### src/rtl/mem_arbiter.sv
// Two-port arbiter/sequencer for the shared single-port CPU memory.
// Optional misalignment trap enabled by defining MEM_ARB_ALIGN_CHECK_EN.
module mem_arbiter #(
  parameter int unsigned DATA_W     = 32,
  parameter int unsigned STARVE_MAX = 3
) (
  input  logic              clk,
  input  logic              reset,
  input  logic              i_req,
  input  logic [DATA_W-1:0] i_addr,
  output logic              i_ack,
  output logic [DATA_W-1:0] i_rdata,
  input  logic              d_req,
  input  logic              d_we,
  input  logic [DATA_W-1:0] d_addr,
  input  logic [DATA_W-1:0] d_wdata,
  output logic              d_ack,
  output logic [DATA_W-1:0] d_rdata,
  output logic              d_err,
  output logic              memRead,
  output logic              memWrite,
  output logic [DATA_W-1:0] mem_addr,
  output logic [DATA_W-1:0] mem_wdata,
  input  logic [DATA_W-1:0] mem_rdata,
  output logic              busy
);

  typedef enum logic [1:0] {IDLE, ACCESS, RESP} state_t;

  state_t              state;
  logic                gnt_d;
  logic                we_q;
  logic                mis_q;
  logic [3:0]          starve_cnt;
  logic                d_win;
  logic                mis;
  logic [DATA_W-1:0]   sel_addr;

  // Data wins unless fetch has been passed over STARVE_MAX times in a row.
  always_comb begin
    d_win    = d_req && (!i_req || (starve_cnt < 4'(STARVE_MAX)));
    sel_addr = d_win ? d_addr : i_addr;
  end

`ifdef MEM_ARB_ALIGN_CHECK_EN
  assign mis = (sel_addr[1:0] != 2'b00);
`else
  assign mis = 1'b0;
`endif

  always_ff @(posedge clk or posedge reset) begin
    if (reset) begin
      state      <= IDLE;
      gnt_d      <= 1'b0;
      we_q       <= 1'b0;
      mis_q      <= 1'b0;
      starve_cnt <= '0;
      i_ack      <= 1'b0;
      d_ack      <= 1'b0;
      d_err      <= 1'b0;
      memRead    <= 1'b0;
      memWrite   <= 1'b0;
      busy       <= 1'b0;
      mem_addr   <= '0;
      mem_wdata  <= '0;
      i_rdata    <= '0;
      d_rdata    <= '0;
    end else begin
      i_ack <= 1'b0;
      d_ack <= 1'b0;
      d_err <= 1'b0;
      case (state)
        IDLE: begin
          if (!i_req)
            starve_cnt <= '0;
          if (i_req || d_req) begin
            gnt_d     <= d_win;
            we_q      <= d_win && d_we;
            mis_q     <= mis;
            mem_addr  <= sel_addr;
            mem_wdata <= d_win ? d_wdata : '0;
            memRead   <= !(d_win && d_we) && !mis;
            memWrite  <= d_win && d_we && !mis;
            busy      <= 1'b1;
            state     <= ACCESS;
            if (d_win && i_req)
              starve_cnt <= starve_cnt + 4'd1;
            else if (!d_win)
              starve_cnt <= '0;
          end
        end
        ACCESS: begin
          memRead  <= 1'b0;
          memWrite <= 1'b0;
          if (gnt_d) begin
            if (!we_q && !mis_q)
              d_rdata <= mem_rdata;
            d_ack <= 1'b1;
            d_err <= mis_q;
          end else begin
            i_rdata <= mis_q ? '0 : mem_rdata;
            i_ack   <= 1'b1;
          end
          state <= RESP;
        end
        RESP: begin
          busy  <= 1'b0;
          state <= IDLE;
        end
        default: state <= IDLE;
      endcase
    end
  end

endmodule

### config.mk
export PLATFORM = sky130hd
export DESIGN_NAME = mem_arbiter
export DESIGN_NICKNAME = d
export VERILOG_FILES = /design/src/rtl/mem_arbiter.sv
export SDC_FILE = /design/constraint.sdc
export NUM_CORES = 1
export LEC_CHECK = 0
export ABC_AREA = 0
export ABC_CLOCK_PERIOD_IN_PS = 8800
export CAP_MARGIN = 30
export CORE_ASPECT_RATIO = 1.4
export CORE_MARGIN = 3
export CORE_UTILIZATION = 30
export DETAILED_ROUTE_END_ITERATION = 6
export GPL_TIMING_DRIVEN = 1
export HOLD_SLACK_MARGIN = 0.03
export MAX_ROUTING_LAYER = met4
export PLACE_DENSITY = 0.63
export SYNTH_ARGS = -nofsm -noshare
export SYNTH_HDL_FRONTEND = slang
export SYNTH_SLANG_ARGS = --single-unit
### constraint.sdc
create_clock -name clk -period 8.8 [get_ports clk]
set_input_delay 1.76 -clock clk [delete_from_list [all_inputs] [get_ports clk]]
set_output_delay 1.76 -clock clk [all_outputs]
set_load 0.05 [all_outputs]
**Word level (Yosys, flattened, before mapping)**

Cells that the tools add are included.
W data, S select, Z words.

- Mux-type cells: 18
- Equal/unequal tests: 3
- $add $sub $neg: 1
- Reductions and logical operators: 16
- Order comparisons: 1
- Bitwise gates (word level): 1

Operator list:

| operator | count |
|---|---|
| $mux W32 | 2 |
| $mux W4 | 4 |
| $reduce_and A2 Y1 | 4 |
| $mux W1 | 7 |
| $pmux W1 S2 | 3 |
| $add A4 B1 Y4 const B | 1 |
| $lt A4 B2 Y1 const B | 1 |
| $pmux W2 S2 | 1 |
| $reduce_bool A2 Y1 | 2 |
| $logic_and A1 B1 Y1 | 3 |
| $logic_not A1 Y1 | 3 |
| $reduce_and A3 Y1 | 1 |
| $eq A2 B1 Y1 const B | 1 |
| $eq A2 B2 Y1 const B | 1 |
| $logic_not A2 Y1 | 1 |
| $logic_or A1 B1 Y1 | 2 |
| $mux W2 | 1 |
| $ne A2 B2 Y1 const B | 1 |
| $not A1 Y1 | 1 |

- Flip-flop bits (word level): 141
- Logic and storage cells: 53
- Bits of input ports: 133
- Output and inout bits: 134

**Logic depth before layout (Yosys ltp)**

- Depth after elaboration: 7
- Mapped depth: 6
- Mapped depth without buffers: 4

**Least setup slack after synthesis**

Ideal clock, no wire load.

- Path type: input-to-reg
- From: input port i_req
- To: register mem_wdata[0]
- Setup time: 0.078 ns
- Arrival time: 2.618 ns
- Path slack: 6.104 ns
- Required time: 8.722 ns
- Stages: 4
- Path buffers: 1
- Cells stage by stage: or2_2 -> nand2_2 -> buf_1 -> o2bb2ai_1

- Longest elaborated chain between the ends: 4
- Elaborated cells between the ends (all ways): 6
- Classes of those cells: 1 x mux; 5 x reduce/logical

RTL lines:

| what | RTL line | RTL |
|---|---|---|
| start: declaration | 9 | `input logic i_req,` |
| $logic_not A1 Y1 | -- |  |
| $logic_or A1 B1 Y1 | 41 | `d_win = d_req && (!i_req \|\| (starve_cnt < 4'(STARVE_MAX)));` |
| $logic_and A1 B1 Y1 | 41 |  |
| $mux W32 | 81 | `mem_wdata <= d_win ? d_wdata : '0;` |
| end signal: assignment | 81 |  |
| end: declaration | 23 | `output logic [DATA_W-1:0] mem_wdata,` |

Parallel ways exist; a longest one is shown, timed or not.
A chain may end at the register's enable or synchronous reset.

**Final worst setup path**

- From: input port d_req
- To: register gnt_d

- Longest elaborated chain between the ends: 2
- Elaborated cells between the ends (all ways): 3
- Classes of those cells: 3 x reduce/logical

RTL lines:

| what | RTL line | RTL |
|---|---|---|
| start: declaration | 13 | `input logic d_req,` |
| $logic_or A1 B1 Y1 | 76 | `if (i_req \|\| d_req) begin` |
| $reduce_and A2 Y1 (no source line) | -- |  |
| end signal: assignment | 77 | `gnt_d <= d_win;` |
| end: declaration | 31 | `logic gnt_d;` |

Parallel ways exist; a longest one is shown, timed or not.

==> out/summary.md <==
## Routing
- number of iterations in the first detailed-routing pass: 4
- number of remaining DRC errors: 0
- routed via count: 4949
- Routed wire per std cell: 18.6 um
- routed vias/inst: 5.02
- antenna violation net count after detailed routing: 0
- Starting DRT DRC Count: 255
- WL final: 18.3 mm

## STA
- final-layout setup total negative slack: 0 ns
- number of endpoints with negative hold slack in the final report: 0
- maximum clock skew at final layout: 0.0145 ns
- Slew Limit Headroom: 35.4%
- setup repair after global routing missed its margin: no
- number of max-slew violations in the final report: 0
- Setup-failing EPs final: 0
- Final period util: 53.5%
- Min Clock Period, post-route: 4.71 ns
- maximum achievable frequency: 0.212 GHz
- actual transition at the worst max-transition pin: 0.969 ns

## Setup path
- crit-path cells: clkdlybuf4s50_1 > buf_4 > or2_2 > buf_12 > nand2_2 > inv_2 > mux2_2
- delay of the slowest cell on the worst path: 0.68 ns
- top fanout value on the critical path: 38
- logic depth of the worst setup path including buffers: 7
- Worst Path Required: 9.11 ns
- critical path class: input port to flip-flop
- number of buffers and inverters on the critical path: 4
- worst r2r path cells: 4
- crit path launch type: input port
- category of the worst setup path capture point: flip-flop
- cell class contributing the biggest share of worst-path delay: buffers and inverters
- slowest cell on the critical path: sky130_fd_sc_hd__inv_2
- endpoint arrival time on the critical path: 5.01 ns

## Layout
- fraction of final layout cells with drive strength greater than 1: 15.2%
- number of filler instances in the final layout: 1761
- # nets final: 858
- Synth-to-Final Area Change: 56.6%
- final core utilization: 48.6%
- number of antenna diodes: 0

## GRT
- number of global-route vias before repair: 5274
- global-route wire length before repair: 29.2 mm
- gr ovfl total: 0
- initial antenna violation count: 0
- maximum number of pins on one net before global-route repair: 102
- global routing usage summed across all routing layers: 17.2%

## Outcome
- status: finished clean

## Synthesis
- total of warnings raised by yosys: 0
- post-synthesis async set-or-reset flop share: 100%
- flip-flop cell with the highest count after synthesis: sky130_fd_sc_hd__dfrtp_1
- average size of a mapped cell: 12.7 um2
- Yosys reg bits: 141
- syn_nets: 612
- count of distinct cell types in the synthesized netlist: 34
- mapped cell area: 0.00606 mm2
- share of the yosys chip area belonging to registers: 58.2%
- number of enable-type register cells in the synthesized netlist: 0
- top cells by area, synth: sky130_fd_sc_hd__dfrtp_1 (58%), sky130_fd_sc_hd__mux2_4 (7.4%), sky130_fd_sc_hd__mux2_2 (6.3%), sky130_fd_sc_hd__nand3_1 (5.3%), sky130_fd_sc_hd__o221ai_1 (4.6%)
- largest area contributor in the synthesized netlist: sky130_fd_sc_hd__dfrtp_1
- Post-Synth Simple-Gate Area: 10.5%
- Post-Synth XOR/XNOR Area: 0%
- gate count after technology mapping: 478
- post-synthesis share of cell area spent on full adders, half adders and majority gates: 0.206%
- combinational family with the most area after synthesis: multiplexers
- portion of netlist area occupied by mux cells: 14.1%
- compound-cell area share of the yosys netlist: 10.1%
- area share of the leading cell type in the synthesized netlist: 58.2%

## Die
- overall die area: 0.0220 mm2
- area inside the core boundary: 0.0195 mm2
- IO Count: 267
- # rows: 60
- DIE WIDTH: 126 um
- Die Span Y: 174 um
- Initial Util: 31.1%

## Hold path
- worst hold path cell count: 1
- type of the worst min-delay path: flip-flop to flip-flop

## Power and ir drop
- total power consumption of the routed design: 4.41 mW
- total power density per cell area: 465 mW/mm2
- leakage dissipation: 3.95 nW
- maximum vdd ir drop: 240 uV

## Clock network
- clock tree from TritonCTS: built
- maximum buffer depth of the clock tree: 2
- post-CTS setup repair buffer count: 0
- post-cts repair resize count: 0
- # hold bufs at CTS: 0
- clk_lat worst skew: 0.42 ns
- Inserted Clock Buffers: 17
- Clk pin slew, worst setup/hold paths: 0.06 ns
- clk sinks: 141
- depth of the CTS H-tree: 4
- CTS Root Cell: sky130_fd_sc_hd__clkbuf_16

## Placement
- routability cong.: 0.804
- number of port buffers: 265
- sum of net half-perimeters after detailed placement: 12.9 mm

## Flow run
- max cap viols: 0

==> area by class of cell <==
cell class / instances / area (um2) / area share, %
clock buffers: 19 / 443 / 4.67
well taps: 248 / 310 / 3.27
clock inverters: 13 / 164 / 1.73
flip-flops and latches: 141 / 3530 / 37.2
repair buffers: 273 / 2770 / 29.2
multi-input cells: 254 / 2130 / 22.5
inverters: 37 / 144 / 1.52
==> kinds of logic (layout without fill, tap and decap cells) <==
logic type                 Yosys count  after routing
buffers and inverters               83            342
adders and majority gates            1              1
AOI/OAI and AO/OA                   70             70
DFF                                141            141
muxes                               66             66
and+or+nand+nor                    116            116
other                                1              1
==> through the flow <==
stage | setup WS (ns) | area [um2] | hold WS (ns) | cells
floorplan | 3.26 | 6060 | 0.504 | 478
global placement | 3.28 | 8800 | 0.471 | 949
detailed placement | 3.62 | 8890 | 0.478 | 953
CTS | 4.07 | 9490 | 0.495 | 985
global route | 3.82 | 9490 | 0.511 | 985
finish | 4.09 | 9490 | 0.490 | 985
==> sequential cells by signal (all words and copies together) (netlist names) <==
signal,cells
we_q,1
d_rdata,32
state,2
d_ack,1
memRead,1
i_rdata,32
gnt_d,1
i_ack,1
busy,1
mem_wdata,32
starve_cnt,4
memWrite,1
mem_addr,32
==> worst register-to-register path, stage by stage, from the launching register on <==
cell                      delay, ns
sky130_fd_sc_hd__dfrtp_1       0.47
sky130_fd_sc_hd__nor2_4        0.15
sky130_fd_sc_hd__nand2_2       0.41
sky130_fd_sc_hd__inv_2         0.68
sky130_fd_sc_hd__mux2_2        0.41
==> synthesized netlist by cell type (all sizes together), types with 2 or more instances <==
| master | instances |
|---|---|
| o221ai | 32 |
| nand3 | 64 |
| and2 | 2 |
| inv | 37 |
| o21ai | 4 |
| clkbuf | 15 |
| buf | 31 |
| mux2 | 65 |
| nand4 | 34 |
| dfrtp | 141 |
| nor2b | 3 |
| nand2 | 6 |
| o2bb2ai | 32 |
| nor2 | 2 |
==> power by group <==
group / switching, mW / internal, mW / total, mW
clock network: 0.281 / 0.455 / 0.736
logic: 1.59 / 0.925 / 2.52
registers: 0.195 / 0.964 / 1.16
==> placed cells by master (no fill, tap or decap), types with 4 or more instances in the layout <==
cell                              count
sky130_fd_sc_hd__clkdlybuf4s50_1    265
sky130_fd_sc_hd__dfrtp_1            141
sky130_fd_sc_hd__nand3_1             64
sky130_fd_sc_hd__inv_1               35
sky130_fd_sc_hd__nand4_1             34
sky130_fd_sc_hd__mux2_2              34
sky130_fd_sc_hd__o2bb2ai_1           32
sky130_fd_sc_hd__o221ai_1            32
sky130_fd_sc_hd__mux2_4              30
sky130_fd_sc_hd__clkbuf_16           17
sky130_fd_sc_hd__nand2_1              5
sky130_fd_sc_hd__o21ai_0              4
sky130_fd_sc_hd__buf_4                4
==> routing by layer <==
metal  wire length [um]  track usage (%)
met3               1100             4.49
met4                511             6.35
met2               9450             28.8
met1               7270             19.7
met5                  0                -
==> final timing paths <==
| kind | start | end | slack [ns] |
|---|---|---|---|
| setup / recovery | d_req | gnt_d | 4.09 |
| hold / removal | mem_wdata[6] | mem_wdata[6] | 0.49 |
| setup reg to reg | state[0] | gnt_d | 6.57 |
| hold reg to reg | mem_wdata[6] | mem_wdata[6] | 0.49 |
| max in group asynchronous | reset | we_q | 5.59 |
| min in group asynchronous | reset | d_rdata[4] | 1.83 |
No activity file was read; power rests on OpenSTA's default activity.
